[src/rtl/inst_loader_pkg.sv]
// Shared definitions for the boot-time instruction loader: FSM state
// encodings, stream framing constants and the word address helper.
package inst_loader_pkg;

  localparam int HDR_BYTES      = 2;
  localparam int BYTES_PER_WORD = 4;

  // S_DRAIN covers the final write strobe so that done lands one cycle after it.
  typedef enum logic [2:0] {
    S_IDLE,
    S_LEN0,
    S_LEN1,
    S_DATA,
    S_CSUM,
    S_ERR,
    S_FIN,
    S_DRAIN
  } state_e;

  function automatic logic [31:0] word_addr(input logic [31:0] base, input logic [31:0] idx);
    return base + (idx << 2);
  endfunction

endpackage

[src/rtl/inst_loader_if.sv]
// Byte-stream handshake plus instruction-memory write bus of the loader.
// master = stream source / memory side, slave = the loader itself.
interface inst_loader_if;
  logic [7:0]  byte_data;
  logic        byte_valid;
  logic        byte_ready;
  logic [31:0] Inst_addr_load;
  logic [31:0] Inst_load;
  logic        load_en;

  modport master (
    output byte_data, byte_valid,
    input  byte_ready, Inst_addr_load, Inst_load, load_en
  );

  modport slave (
    input  byte_data, byte_valid,
    output byte_ready, Inst_addr_load, Inst_load, load_en
  );
endinterface

[src/rtl/inst_loader_byte_packer.sv]
// Little-endian byte packer: collects bytes 0..2 in slot registers and
// publishes the full word (with byte 3) into a separate output register.
module inst_loader_byte_packer
  import inst_loader_pkg::*;
(
  input  logic        clk,
  input  logic        rst,
  input  logic        clr_i,
  input  logic        en_i,
  input  logic [7:0]  byte_i,
  output logic        last_byte_o,
  output logic [31:0] word_o,
  output logic        word_valid_o
);
  localparam int CW = $clog2(BYTES_PER_WORD);

  logic [CW-1:0]                     cnt_q;
  logic [8*(BYTES_PER_WORD-1)-1:0]   slots;
  logic [31:0]                       word_q;
  logic                              word_valid_q;

  assign last_byte_o  = (cnt_q == CW'(BYTES_PER_WORD - 1));
  assign word_o       = word_q;
  assign word_valid_o = word_valid_q;

  genvar gi;
  generate
    for (gi = 0; gi < BYTES_PER_WORD - 1; gi++) begin : g_slot
      logic [7:0] slot_q;
      always_ff @(posedge clk) begin
        if (rst) begin
          slot_q <= 8'h00;
        end else if (en_i && !clr_i && cnt_q == CW'(gi)) begin
          slot_q <= byte_i;
        end
      end
      assign slots[8*gi +: 8] = slot_q;
    end
  endgenerate

  // The output word is separate from the slots, so the next word can start
  // filling while the completed one is being written.
  always_ff @(posedge clk) begin
    if (rst) begin
      cnt_q        <= '0;
      word_q       <= 32'h0;
      word_valid_q <= 1'b0;
    end else begin
      word_valid_q <= en_i && !clr_i && last_byte_o;
      if (clr_i) begin
        cnt_q <= '0;
      end else if (en_i) begin
        cnt_q <= cnt_q + CW'(1);
        if (last_byte_o) begin
          word_q <= {byte_i, slots};
        end
      end
    end
  end

endmodule

[src/rtl/inst_loader.sv]
// Boot-time program loader: header parse, word packing and instruction-memory
// writes. Optional trailing XOR checksum with INST_LOADER_CHECKSUM_EN.
module inst_loader
  import inst_loader_pkg::*;
#(
  parameter logic [31:0] BASE_ADDR = 32'h0000_0000,
  parameter int          MAX_WORDS = 1024,
  parameter int          CNT_W     = 16
) (
  input  logic         clk,
  input  logic         rst,
  input  logic         start,
  inst_loader_if.slave bus,
  output logic         core_hold,
  output logic         busy,
  output logic         done,
  output logic         err
);

  state_e            state_q;
  logic [CNT_W-1:0]  n_q;
  logic [CNT_W-1:0]  idx_q;
  logic [7:0]        len_lo_q;
  logic [31:0]       addr_q;
  logic              core_hold_q;
  logic              busy_q;
  logic              done_q;
  logic              err_q;
`ifdef INST_LOADER_CHECKSUM_EN
  logic [7:0]        csum_q;
`endif

  logic              hs;
  logic              data_hs;
  logic              pk_last;
  logic [CNT_W-1:0]  hdr_n;

  assign bus.byte_ready = (state_q == S_LEN0) || (state_q == S_LEN1) ||
                          (state_q == S_DATA) || (state_q == S_CSUM);
  assign hs             = bus.byte_valid && bus.byte_ready;
  assign data_hs        = hs && (state_q == S_DATA);
  assign hdr_n          = CNT_W'({bus.byte_data, len_lo_q});

  assign bus.Inst_addr_load = addr_q;
  assign core_hold          = core_hold_q;
  assign busy               = busy_q;
  assign done               = done_q;
  assign err                = err_q;

  inst_loader_byte_packer u_packer (
    .clk          (clk),
    .rst          (rst),
    .clr_i        (start && state_q == S_IDLE),
    .en_i         (data_hs),
    .byte_i       (bus.byte_data),
    .last_byte_o  (pk_last),
    .word_o       (bus.Inst_load),
    .word_valid_o (bus.load_en)
  );

  always_ff @(posedge clk) begin
    if (rst) begin
      state_q     <= S_IDLE;
      n_q         <= '0;
      idx_q       <= '0;
      len_lo_q    <= 8'h00;
      addr_q      <= 32'h0;
      core_hold_q <= 1'b0;
      busy_q      <= 1'b0;
      done_q      <= 1'b0;
      err_q       <= 1'b0;
`ifdef INST_LOADER_CHECKSUM_EN
      csum_q      <= 8'h00;
`endif
    end else begin
      done_q <= 1'b0;
      case (state_q)
        S_IDLE: begin
          if (start) begin
            state_q     <= S_LEN0;
            core_hold_q <= 1'b1;
            busy_q      <= 1'b1;
            err_q       <= 1'b0;
            idx_q       <= '0;
`ifdef INST_LOADER_CHECKSUM_EN
            csum_q      <= 8'h00;
`endif
          end
        end
        S_LEN0: begin
          if (hs) begin
            len_lo_q <= bus.byte_data;
            state_q  <= S_LEN1;
`ifdef INST_LOADER_CHECKSUM_EN
            csum_q   <= csum_q ^ bus.byte_data;
`endif
          end
        end
        S_LEN1: begin
          if (hs) begin
            n_q <= hdr_n;
`ifdef INST_LOADER_CHECKSUM_EN
            csum_q <= csum_q ^ bus.byte_data;
`endif
            if (int'(hdr_n) > MAX_WORDS) begin
              state_q <= S_ERR;
              err_q   <= 1'b1;
            end else if (hdr_n == '0) begin
`ifdef INST_LOADER_CHECKSUM_EN
              state_q     <= S_CSUM;
`else
              state_q     <= S_FIN;
              done_q      <= 1'b1;
              core_hold_q <= 1'b0;
`endif
            end else begin
              state_q <= S_DATA;
            end
          end
        end
        S_DATA: begin
          if (hs) begin
`ifdef INST_LOADER_CHECKSUM_EN
            csum_q <= csum_q ^ bus.byte_data;
`endif
            // Address is latched alongside the packer's word so both appear with load_en.
            if (pk_last) begin
              addr_q <= word_addr(BASE_ADDR, 32'(idx_q));
              idx_q  <= idx_q + CNT_W'(1);
              if (idx_q + CNT_W'(1) == n_q) begin
`ifdef INST_LOADER_CHECKSUM_EN
                state_q <= S_CSUM;
`else
                state_q <= S_DRAIN;
`endif
              end
            end
          end
        end
`ifdef INST_LOADER_CHECKSUM_EN
        S_CSUM: begin
          if (hs) begin
            if (bus.byte_data != csum_q) begin
              err_q <= 1'b1;
            end
            state_q     <= S_FIN;
            done_q      <= 1'b1;
            core_hold_q <= 1'b0;
          end
        end
`endif
        S_DRAIN, S_ERR: begin
          state_q     <= S_FIN;
          done_q      <= 1'b1;
          core_hold_q <= 1'b0;
        end
        S_FIN: begin
          state_q <= S_IDLE;
          busy_q  <= 1'b0;
        end
        default: begin
          state_q <= S_IDLE;
        end
      endcase
    end
  end

endmodule

[src/flat_wrapper.sv]
// flat-port wrapper written by rule: the top's interface ports become plain ports
module inst_loader_flat import inst_loader_pkg::*;
#(
  parameter logic [31:0] BASE_ADDR = 32'h0000_0000,
  parameter int          MAX_WORDS = 1024,
  parameter int          CNT_W     = 16
)
  (clk, rst, start, core_hold, busy, done, err, bus_byte_data, bus_byte_valid, bus_byte_ready, bus_Inst_addr_load, bus_Inst_load, bus_load_en);
  inst_loader_if bus_i ();
  input  logic clk;
  input  logic rst;
  input  logic start;
  output logic core_hold;
  output logic busy;
  output logic done;
  output logic err;
  input wire logic [$bits(bus_i.byte_data)-1:0] bus_byte_data;
  input wire logic [$bits(bus_i.byte_valid)-1:0] bus_byte_valid;
  output wire logic [$bits(bus_i.byte_ready)-1:0] bus_byte_ready;
  output wire logic [$bits(bus_i.Inst_addr_load)-1:0] bus_Inst_addr_load;
  output wire logic [$bits(bus_i.Inst_load)-1:0] bus_Inst_load;
  output wire logic [$bits(bus_i.load_en)-1:0] bus_load_en;
  assign bus_i.byte_data = bus_byte_data;
  assign bus_i.byte_valid = bus_byte_valid;
  assign bus_byte_ready = bus_i.byte_ready;
  assign bus_Inst_addr_load = bus_i.Inst_addr_load;
  assign bus_Inst_load = bus_i.Inst_load;
  assign bus_load_en = bus_i.load_en;
  inst_loader #(.BASE_ADDR(BASE_ADDR), .MAX_WORDS(MAX_WORDS), .CNT_W(CNT_W)) u_core (.clk(clk), .rst(rst), .start(start), .bus(bus_i), .core_hold(core_hold), .busy(busy), .done(done), .err(err));
endmodule
[config.mk]
export PLATFORM = sky130hd
export DESIGN_NAME = inst_loader_flat
export DESIGN_NICKNAME = d
export VERILOG_FILES = /design/src/rtl/inst_loader_pkg.sv /design/src/rtl/inst_loader_if.sv /design/src/rtl/inst_loader_byte_packer.sv /design/src/rtl/inst_loader.sv /design/src/flat_wrapper.sv
export SDC_FILE = /design/constraint.sdc
export NUM_CORES = 1
export LEC_CHECK = 0
export CAP_MARGIN = 10
export CORE_ASPECT_RATIO = 1.5
export CORE_MARGIN = 2
export CORE_UTILIZATION = 60
export CTS_BUF_LIST = sky130_fd_sc_hd__clkbuf_2 sky130_fd_sc_hd__clkbuf_4 sky130_fd_sc_hd__clkbuf_8
export CTS_CLUSTER_DIAMETER = 150
export CTS_CLUSTER_SIZE = 20
export DETAILED_ROUTE_END_ITERATION = 12
export PLACE_DENSITY_LB_ADDON = 0.08
export SLEW_MARGIN = 20
export SYNTH_ARGS = -nofsm -noshare
export SYNTH_HDL_FRONTEND = slang
export SYNTH_SLANG_ARGS = --single-unit
[constraint.sdc]
create_clock -name clk -period 6.18 [get_ports clk]
set_input_delay 1.236 -clock clk [delete_from_list [all_inputs] [get_ports clk]]
set_output_delay 1.236 -clock clk [all_outputs]
set_load 0.1 [all_outputs]
==> run summary <==
IO Count -> 82
Clk slew on worst S/H paths -> 0.07 ns
Die Y -> 119 µm
Clock Path Buffers -> 2
Final hold violations -> 0
Post-synthesis cell type count -> 51
Antenna violations before repair -> 0
Layout cells sized above 1 -> 6.63%
Initial Util -> 61.1%
Commonest cells after routing, fill and taps aside -> nand2_1, dfxtp_1, a21oi_1
CP Launch Type -> flip-flop
Worst hold start -> u_core.u_packer.g_slot[2].slot_q[4]
Pin count of the biggest net entering global routing -> 123
RSZ-0062 raised after global routing -> false
Antenna diodes -> 0
Area Growth Syn to Fin -> 18.5%
Die area -> 9670 µm²
Reg2reg start -> u_core.idx_q[0]
Root buf cell -> clkbuf_8
Most common cell after layout, fill and taps aside -> nand2_1
Pwr/cell area -> 306 nW/µm²
Hold Crit Class -> flip-flop to flip-flop
Fmax -> 263 MHz
Placed cells -> 817
Post-Syn Area -> 5330 µm²
Fill cells -> 719
Final Cell Area -> 6310 µm²
Number of synthesized flops with an enable pin -> 0
Most used DFF post-synth -> dfxtp_1
Finished Core Util -> 72.4%
Sequential fraction of the synthesis area -> 45.8%
Hpwl dp -> 8330 µm
Worst path required time -> 4.94 ns
ANT nets after route -> 0
Post-cts hold buffer count -> 0
All-Layer GR Usage -> 28.0%
Total global routing overflow -> 0
Yosys top cell by area -> dfxtp_1
Row cnt -> 42
Peak supply drop -> 0.312 mV
DR vias/cell -> 5.51
1st-iter DRT viols -> 222
Worst slew pin tran -> 1.04 ns
Fin Setup TNS -> 0 ns
Worst hold stages -> 2
Maximum fanout along the worst path -> 17
Cells after Synth -> 690
CORE AREA -> 8720 µm²
DP Worst Slack -> 2.28 ns
Max-slew violations -> 0
Final Skew -> 0.00895 ns
Vias in the first global route -> 4,471
Final nets -> 743
WP data arrival -> 2.57 ns
Leakage -> 2.15 nW
Share of the synthesized area in the top cell type -> 45.8%
Rel. slew slack -> 30.3%
Detailed-route via count -> 4,677
Post-CTS sizing -> 0
Syn Area/Cell -> 7.72 µm²
Synth area leaders -> dfxtp_1, nand2_1, a21oi_1, nand3_1, xnor2_1
# setup viols final -> 0
Tcrit/Tclk final -> 61.6%
Setup ws final -> 2.37 ns
Total power -> 1.93 mW
DR pass1 iterations -> 5
Drt drc -> 0
Yosys warns -> 0
Status -> finished clean
H-tree depth -> 4
Routed len/inst -> 14.8 µm
Max Cap Violations -> 0
GP Congestion -> 0.850
TritonCTS clock tree -> done
Die width -> 80.9 µm
Port Buffers -> 65
Post-CTS Setup Inserts -> 0
Final WL -> 12,600 µm
Clk sinks -> 122
Setup crit end kind -> output pin
Num CTS Buffers -> 17
Clock Latency Late Sink -> 0.44 ns
Layout Cells excl Fill -> 849
FF-to-FF path depth -> 8
WHS -> 0.450 ns
Yosys reg bits -> 122
Placed cell areas -> 5870 µm²
CP Launch Point -> u_core.state_q[0]
Min Tclk post-route -> 3.81 ns
First-pass GRT wire length -> 21,000 µm
Kind of critical path -> flip-flop to output pin
Ys async rst share -> 0%
## Yosys cell counts (all sizes together) (4+ instances only)
| cell type | n |
|---|---|
| nand2 | 187 |
| dfxtp | 122 |
| a21oi | 117 |
| nor2 | 38 |
| nand3 | 37 |
| clkbuf | 36 |
| buf | 30 |
| xnor2 | 17 |
| o21ai | 15 |
| nor3 | 13 |
| xor2 | 8 |
| inv | 7 |
| a31oi | 6 |
| and3 | 5 |
| ha | 5 |
| a211oi | 4 |
| nand3b | 4 |
| nand4 | 4 |
| nor3b | 4 |
| nor4 | 4 |
| or3 | 4 |
## logic make-up (layout without fill, tap and decap cells)
logic type / after synthesis / after routing / share of synthesized area, %
adder cells (fa/ha/maj): 5 / 5 / 1.17
AO/OA/AOI/OAI: 154 / 154 / 15.7
XOR/XNOR: 25 / 25 / 4.11
other: 1 / 16 / 0.0704
AND/OR/NAND/NOR: 309 / 309 / 26.2
buffers and inverters: 73 / 107 / 6.72
flip-flops: 122 / 122 / 45.8
multiplexers: 1 / 1 / 0.188
## power breakdown
| part | total (mW) | switching, mW | internal (mW) |
|---|---|---|---|
| sequential | 0.841 | 0.0310 | 0.810 |
| clock | 0.782 | 0.330 | 0.452 |
| combinational | 0.306 | 0.231 | 0.0749 |
| total | 1.93 | 0.592 | 1.34 |
## worst max-delay path, stage by stage, from the launching register on
cell and delay, ns:
dfxtp_1 0.62, nor2_1 0.14, xnor2_1 0.21, clkdlybuf4s50_1 1.17
## metal layers
| layer | routed length (µm) | track usage, % | vias to the layer above |
|---|---|---|---|
| li1 | - | - | 2353 |
| met1 | 4870 | 31.3 | 2156 |
| met2 | 6760 | 48.4 | 137 |
| met3 | 589 | 7.12 | 31 |
| met4 | 364 | 13.3 | 0 |
| met5 | 0 | 0 | - |
## area by class of cell
| type | instances | area, µm² | area share [%] |
|---|---|---|---|
| multi-input cells | 510 | 2590 | 41.0 |
| flip-flops and latches | 122 | 2440 | 38.7 |
| repair buffers | 68 | 674 | 10.7 |
| clock buffers | 18 | 248 | 3.92 |
| clock inverters | 14 | 195 | 3.09 |
| well taps | 110 | 138 | 2.18 |
| inverters | 7 | 26.3 | 0.416 |
## registers in the layout, indices dropped and copies added (netlist names), 2 cells and up
| name | flops |
|---|---|
| u_core.u_packer.g_slot.slot_q | 24 |
| u_core.n_q | 16 |
| u_core.bus.Inst_addr_load | 16 |
| u_core.idx_q | 16 |
| u_core.len_lo_q | 8 |
| u_core.state_q | 3 |
| u_core.u_packer.cnt_q | 2 |
| u_core.u_packer.word_o | 32 |
## worst paths after layout
check	to	slack, ns
worst max-delay path	bus_byte_ready	2.37
worst min-delay path	u_core.u_packer.word_o[20]	0.45
worst max register to register	u_core.state_q[2]	3.64
worst min register to register	u_core.u_packer.word_o[20]	0.45
(Power assumes the default switching activity.)
